[src/rtl/keypad_pkg.sv]
// Shared types and lookup helpers for the 4x4 keypad scanner.
package keypad_pkg;

  typedef enum logic [2:0] {SCAN, DEBOUNCE, LOAD, STROBE, RELEASE} kp_state_t;

  typedef logic [3:0] key_code_t;

  // r0: 1 2 3 A | r1: 4 5 6 B | r2: 7 8 9 C | r3: E(*) 0 F(#) D
  function automatic key_code_t keymap(input logic [1:0] row_idx, input logic [1:0] col_idx);
    key_code_t code;
    code = 4'h0;
    case ({row_idx, col_idx})
      4'b00_00: code = 4'h1;
      4'b00_01: code = 4'h2;
      4'b00_10: code = 4'h3;
      4'b00_11: code = 4'hA;
      4'b01_00: code = 4'h4;
      4'b01_01: code = 4'h5;
      4'b01_10: code = 4'h6;
      4'b01_11: code = 4'hB;
      4'b10_00: code = 4'h7;
      4'b10_01: code = 4'h8;
      4'b10_10: code = 4'h9;
      4'b10_11: code = 4'hC;
      4'b11_00: code = 4'hE;
      4'b11_01: code = 4'h0;
      4'b11_10: code = 4'hF;
      4'b11_11: code = 4'hD;
    endcase
    return code;
  endfunction

  function automatic logic [1:0] lowest_low(input logic [3:0] row);
    logic [1:0] idx;
    if (!row[0])      idx = 2'd0;
    else if (!row[1]) idx = 2'd1;
    else if (!row[2]) idx = 2'd2;
    else              idx = 2'd3;
    return idx;
  endfunction

  function automatic logic [3:0] col_drive(input logic [1:0] col_idx);
    return ~(4'b0001 << col_idx);
  endfunction

endpackage

[src/rtl/sync_2ff.sv]
// Two-flop synchronizer; resets to all-ones so idle pulled-up rows read as released.
module sync_2ff #(
  parameter int WIDTH = 4
) (
  input  logic             clk,
  input  logic             reset,
  input  logic [WIDTH-1:0] d,
  output logic [WIDTH-1:0] q
);

  logic [WIDTH-1:0] meta;

  always_ff @(posedge clk) begin
    if (reset) begin
      meta <= '1;
      q    <= '1;
    end else begin
      meta <= d;
      q    <= meta;
    end
  end

endmodule

[src/rtl/keypad_scanner.sv]
// 4x4 active-low keypad scanner: column scan, press/release debounce, one ready pulse per key.
//  state    | meaning
//  SCAN     | drive one column, look for any low row at the end of its slot
//  DEBOUNCE | column held, require DEBOUNCE_CYCLES consecutive lows on the latched row
//  LOAD     | one cycle, update tecla from the latched row/column
//  STROBE   | ready high for READY_LEN cycles
//  RELEASE  | column held, require DEBOUNCE_CYCLES consecutive highs, then resume scan
module keypad_scanner
  import keypad_pkg::*;
#(
  parameter logic [15:0] SCAN_DIV        = 16'd1000,
  parameter logic [19:0] DEBOUNCE_CYCLES = 20'd50000,
  parameter logic [7:0]  READY_LEN       = 8'd4
) (
  input  logic      clk,
  input  logic      reset,
  input  logic [3:0] row,
  output logic [3:0] col,
  output key_code_t tecla,
  output logic      ready,
  output logic      busy
);

  localparam int DIV_W = (SCAN_DIV > 16'd1) ? $clog2(SCAN_DIV) : 1;
  localparam int DB_W  = (DEBOUNCE_CYCLES > 20'd1) ? $clog2(DEBOUNCE_CYCLES) : 1;
  localparam int RDY_W = (READY_LEN > 8'd1) ? $clog2(READY_LEN) : 1;

  localparam logic [DIV_W-1:0] DIV_LAST = DIV_W'(SCAN_DIV - 16'd1);
  localparam logic [DB_W-1:0]  DB_LAST  = DB_W'(DEBOUNCE_CYCLES - 20'd1);
  localparam logic [RDY_W-1:0] RDY_LAST = RDY_W'(READY_LEN - 8'd1);

  logic [3:0]       row_s;
  kp_state_t        state;
  logic [1:0]       col_idx;
  logic [1:0]       row_sel;
  logic [DIV_W-1:0] div_cnt;
  logic [DB_W-1:0]  db_cnt;
  logic [RDY_W-1:0] rdy_cnt;

  sync_2ff #(.WIDTH(4)) u_row_sync (
    .clk   (clk),
    .reset (reset),
    .d     (row),
    .q     (row_s)
  );

  always_ff @(posedge clk) begin
    if (reset) begin
      state   <= SCAN;
      col_idx <= 2'd0;
      col     <= 4'b1110;
      row_sel <= 2'd0;
      div_cnt <= '0;
      db_cnt  <= '0;
      rdy_cnt <= '0;
      tecla   <= 4'h0;
      ready   <= 1'b0;
      busy    <= 1'b0;
    end else begin
      case (state)
        SCAN: begin
          if (div_cnt == DIV_LAST) begin
            div_cnt <= '0;
            if (row_s == 4'hF) begin
              col_idx <= col_idx + 2'd1;
              col     <= col_drive(col_idx + 2'd1);
            end else begin
              row_sel <= lowest_low(row_s);
              db_cnt  <= '0;
              busy    <= 1'b1;
              state   <= DEBOUNCE;
            end
          end else begin
            div_cnt <= div_cnt + DIV_W'(1);
          end
        end

        DEBOUNCE: begin
          if (!row_s[row_sel]) begin
            if (db_cnt == DB_LAST) begin
              db_cnt <= '0;
              state  <= LOAD;
            end else begin
              db_cnt <= db_cnt + DB_W'(1);
            end
          end else begin
            // bounce: give up on this column and move on
            busy    <= 1'b0;
            div_cnt <= '0;
            col_idx <= col_idx + 2'd1;
            col     <= col_drive(col_idx + 2'd1);
            state   <= SCAN;
          end
        end

        LOAD: begin
          tecla   <= keymap(row_sel, col_idx);
          rdy_cnt <= '0;
          state   <= STROBE;
        end

        STROBE: begin
          if (!ready) begin
            ready <= 1'b1;
          end else if (rdy_cnt == RDY_LAST) begin
            ready  <= 1'b0;
            db_cnt <= '0;
            state  <= RELEASE;
          end else begin
            rdy_cnt <= rdy_cnt + RDY_W'(1);
          end
        end

        RELEASE: begin
          if (row_s[row_sel]) begin
            // the current high is the last one needed when the count already holds DB_LAST
            if (db_cnt == DB_LAST) begin
              db_cnt  <= '0;
              busy    <= 1'b0;
              div_cnt <= '0;
              col_idx <= col_idx + 2'd1;
              col     <= col_drive(col_idx + 2'd1);
              state   <= SCAN;
            end else begin
              db_cnt <= db_cnt + DB_W'(1);
            end
          end else begin
            db_cnt <= '0;
          end
        end

        default: state <= SCAN;
      endcase
    end
  end

endmodule

[config.mk]
export PLATFORM = sky130hd
export DESIGN_NAME = keypad_scanner
export DESIGN_NICKNAME = d
export VERILOG_FILES = /design/src/rtl/keypad_pkg.sv /design/src/rtl/sync_2ff.sv /design/src/rtl/keypad_scanner.sv
export SDC_FILE = /design/constraint.sdc
export NUM_CORES = 1
export LEC_CHECK = 0
export BUFFER_PORTS_ARGS = -buffer_cell sky130_fd_sc_hd__buf_2
export CAP_MARGIN = 20
export CORE_UTILIZATION = 35
export CTS_CLUSTER_DIAMETER = 150
export DETAILED_ROUTE_END_ITERATION = 12
export SETUP_SLACK_MARGIN = 0.15
export SLEW_MARGIN = 20
export SYNTH_ARGS = -nofsm -noshare
export SYNTH_HDL_FRONTEND = slang
export SYNTH_SLANG_ARGS = --single-unit
[constraint.sdc]
create_clock -name clk -period 3.2 [get_ports clk]
set_input_delay 0.96 -clock clk [delete_from_list [all_inputs] [get_ports clk]]
set_output_delay 0.96 -clock clk [all_outputs]
set_load 0.02 [all_outputs]
==> run_results.csv <==
group,metric,value,unit
worst_setup_path,critical_path.max_stage_delay,0.69,ns
worst_setup_path,rr_endpoint,"db_cnt[8]",
flow_run,drv_cap,0,
global_route,grt_pass1_vias,2294,
global_route,grt_pass1_wl,10500,µm
worst_setup_path,crit_type,"reg -> reg",
detailed_routing,drt-total-wl,5900,µm
sta,fmax,392,MHz
power,powerDensity,352,mW/mm²
final_layout,final_cell_mix,"dfxtp_1, a21oi_1, nor2_1, nand2_1",
worst_setup_path,critPathLaunchType,"flip-flop",
global_route,grt-ovfl-total,0,
sta,fin_crit,2.55,ns
power,ir_drop,0.242,mV
clock_tree,numClockSinks,53,
placement,dpl_worst_slack,0.659,ns
synth,synth_flop_cell,"dfxtp_1",
synth,synth.avg_cell_area,8.47,µm²
sta,hold_viol_final,0,
clock_tree,hold_buffers,0,
synth,yosysWarnings,0,
synth,synth_top_area_frac,0.366,
global_route,grt_use_total,0.147,
synth,seq_area_frac_synth,0.366,
clock_tree,clk_latency,0.31,ns
synth,ys_top_cells_by_area,"dfxtp_1, a21oi_1, nor2_1",
sta,setup_viol,0,
sta,period_share,0.798,
worst_setup_path,worst_setup_path_end_kind,"flip-flop",
final_layout,fin_cells,450,
detailed_routing,num_vias,2489,
sta,tightestPinTransition,0.737,ns
synth,ys_types,57,
placement,dpl_cell_area,0.00303,mm²
worst_setup_path,r2r_setup_slack,0.65,ns
worst_setup_path,worstPathCellList,"mux4_2 > a21oi_4 > o211ai_2 > or4_1 > a21oi_1",
global_route,antenna_found_initial,0,
power,power,0.00110,W
worst_setup_path,required,3.44,ns
clock_tree,clockRootBuffer,"clkbuf_8",
placement,dpl.hpwl,4110,µm
worst_setup_path,r2r_cells,5,
die,fp.dieArea,0.00864,mm²
final_layout,final_area,0.00312,mm²
worst_setup_path,regToRegStartpoint,"row_sel[0]",
detailed_routing,avgRoutedWirePerCell,13.1,µm
worst_setup_path,cp.arrival,2.80,ns
clock_tree,cts_resized,0,
clock_tree,post_cts_buffers,0,
die,pin_count,16,
sta,drv_slew,0,
clock_tree,numCtsBuffers,5,
sta,finClkSkew,0.00743,ns
sta,rsz0062_at_grt,"false",
final_layout,layout_commonest_cell,"dfxtp_1",
die,dieWidth,93.0,µm
synth,syn-cell-area,0.00290,mm²
synth,ys_ff_latch,53,
worst_setup_path,crit_family,"multiplexers",
synth,post-synth-top-area-cell,"dfxtp_1",
global_route,grt_max_degree,45,
worst_setup_path,cp_num_buf_inv,0,
detailed_routing,drtAntennaViolNets,0,
detailed_routing,drc,0,
placement,io_buffer_count,15,
die,chipHeight,93.0,µm
synth,syn_inst,342,
detailed_routing,first_pass_iters,4,
run_status,status,"finished, final reports clean",
clock_tree,clkTransAtPathRegs,0.10,ns
clock_tree,cts_buffer_depth,2,
sta,tns,0,ns
min_path,hold_depth,1,
die,num_rows,32,
sta,slew_headroom,0.507,
min_path,min_path_type,"reg -> reg",
power,power_leakage,1.12,nW
die,initial_core_util,0.369,
final_layout,nNetsFinal,362,
final_layout,antenna_cells,0,
synth,syn_nets,357,
synth,synthArstFlopShare,0,
sta,timing.final.ws_setup,0.646,ns
final_layout,area_growth,7.78,%
detailed_routing,vias_per_cell,5.53,
min_path,hold_end,"u_row_sync.q[2]",
worst_setup_path,cp_slowest_cell,"mux4_2",
synth,synth-edff-count,0,
clock_tree,htreeDepth,2,
min_path,min_from,"u_row_sync.meta[2]",
placement,gp_congestion,0.830,
detailed_routing,drtIter0Drc,120,
die,core_area,0.00785,mm²
worst_setup_path,cp_max_fo,20,
placement,dp_cells,442,
clock_tree,cts_tree,"done",
final_layout,layout-drive-gt1-share,0.152,
[routing by layer]
metal  global-route usage  vias up  part of all wire
li1                     -     1268                 -
met4               0.0385        0            0.0061
met2                0.235       35              0.45
met3               0.0304        2             0.030
met5                    0        -                 0
met1                0.201     1184              0.51
[Yosys cell counts (all sizes together) (2+ instances only)]
cell type	n
nor3	11
inv	6
or2	8
o211a	2
o2111ai	3
o2bb2ai	3
clkbuf	16
o31ai	8
buf	6
nor2	32
a21oi	39
o21ai	9
or4	8
a311oi	3
or4b	4
nand4	5
a31oi	5
mux2i	7
ha	9
o211ai	4
dfxtp	53
or3	2
and3	8
and2	2
mux2	4
nand3	15
and4	2
nor4	4
xor2	3
a211oi	5
nor2b	9
nand3b	4
nand2	27
a21o	2
[per-stage QoR]
stage,hold slack [ns],utilization
final,0.420,0.398
after CTS,0.424,0.398
after detailed placement,0.402,0.386
after global routing,0.432,0.398
after floorplan,0.389,-
after global placement,0.397,0.386
[state kept, by name (all words and copies together) (netlist names)]
register,cells
db_cnt,16
div_cnt,10
col,4
tecla,4
u_row_sync.meta,4
u_row_sync.q,4
state,3
col_idx,2
rdy_cnt,2
row_sel,2
busy,1
ready,1
[layout make-up]
type	count	area, µm²
Inverter	6	22.5
Multi-Input combinational cell	261	1700
Clock buffer	5	68.8
Fill cell	831	4730
Timing Repair Buffer	20	113
Sequential cell	53	1060
Tap cell	102	128
Clock inverter	3	26.3
[logic make-up after synthesis]
family / synth area share
AO/OA/AOI/OAI: 0.206
multiplexers: 0.0475
AND/OR/NAND/NOR: 0.283
flip-flops: 0.366
adder cells (fa/ha/maj): 0.0389
XOR/XNOR: 0.0121
buffers and inverters: 0.0458
[worst register-to-register path: cells and delay by family, from the launching register on]
| kind | cells | cell delay, ns |
|---|---|---|
| compound gates | 3 | 0.68 |
| mux | 1 | 0.69 |
| simple gates | 1 | 0.60 |
| flops | 1 | 0.53 |
[where the power goes]
part	switching (W)	internal, W	leakage [nW]
combinational	0.0000214	0.0000129	0.647
sequential	0.00000485	0.000667	0.429
clock	0.000233	0.000159	0.0423
[worst max-delay path by stage]
stage | startpoint | end | cells after the start
2_1_floorplan | db_cnt[6] | col[0] | 6
3_3_place_gp | row_sel[0] | db_cnt[9] | 5
3_5_place_dp | row_sel[0] | db_cnt[8] | 5
4_1_cts | row_sel[0] | db_cnt[8] | 5
5_1_grt | row_sel[0] | db_cnt[9] | 5
6_report | row_sel[0] | db_cnt[8] | 5
No activity file was read; power rests on OpenSTA's default activity.
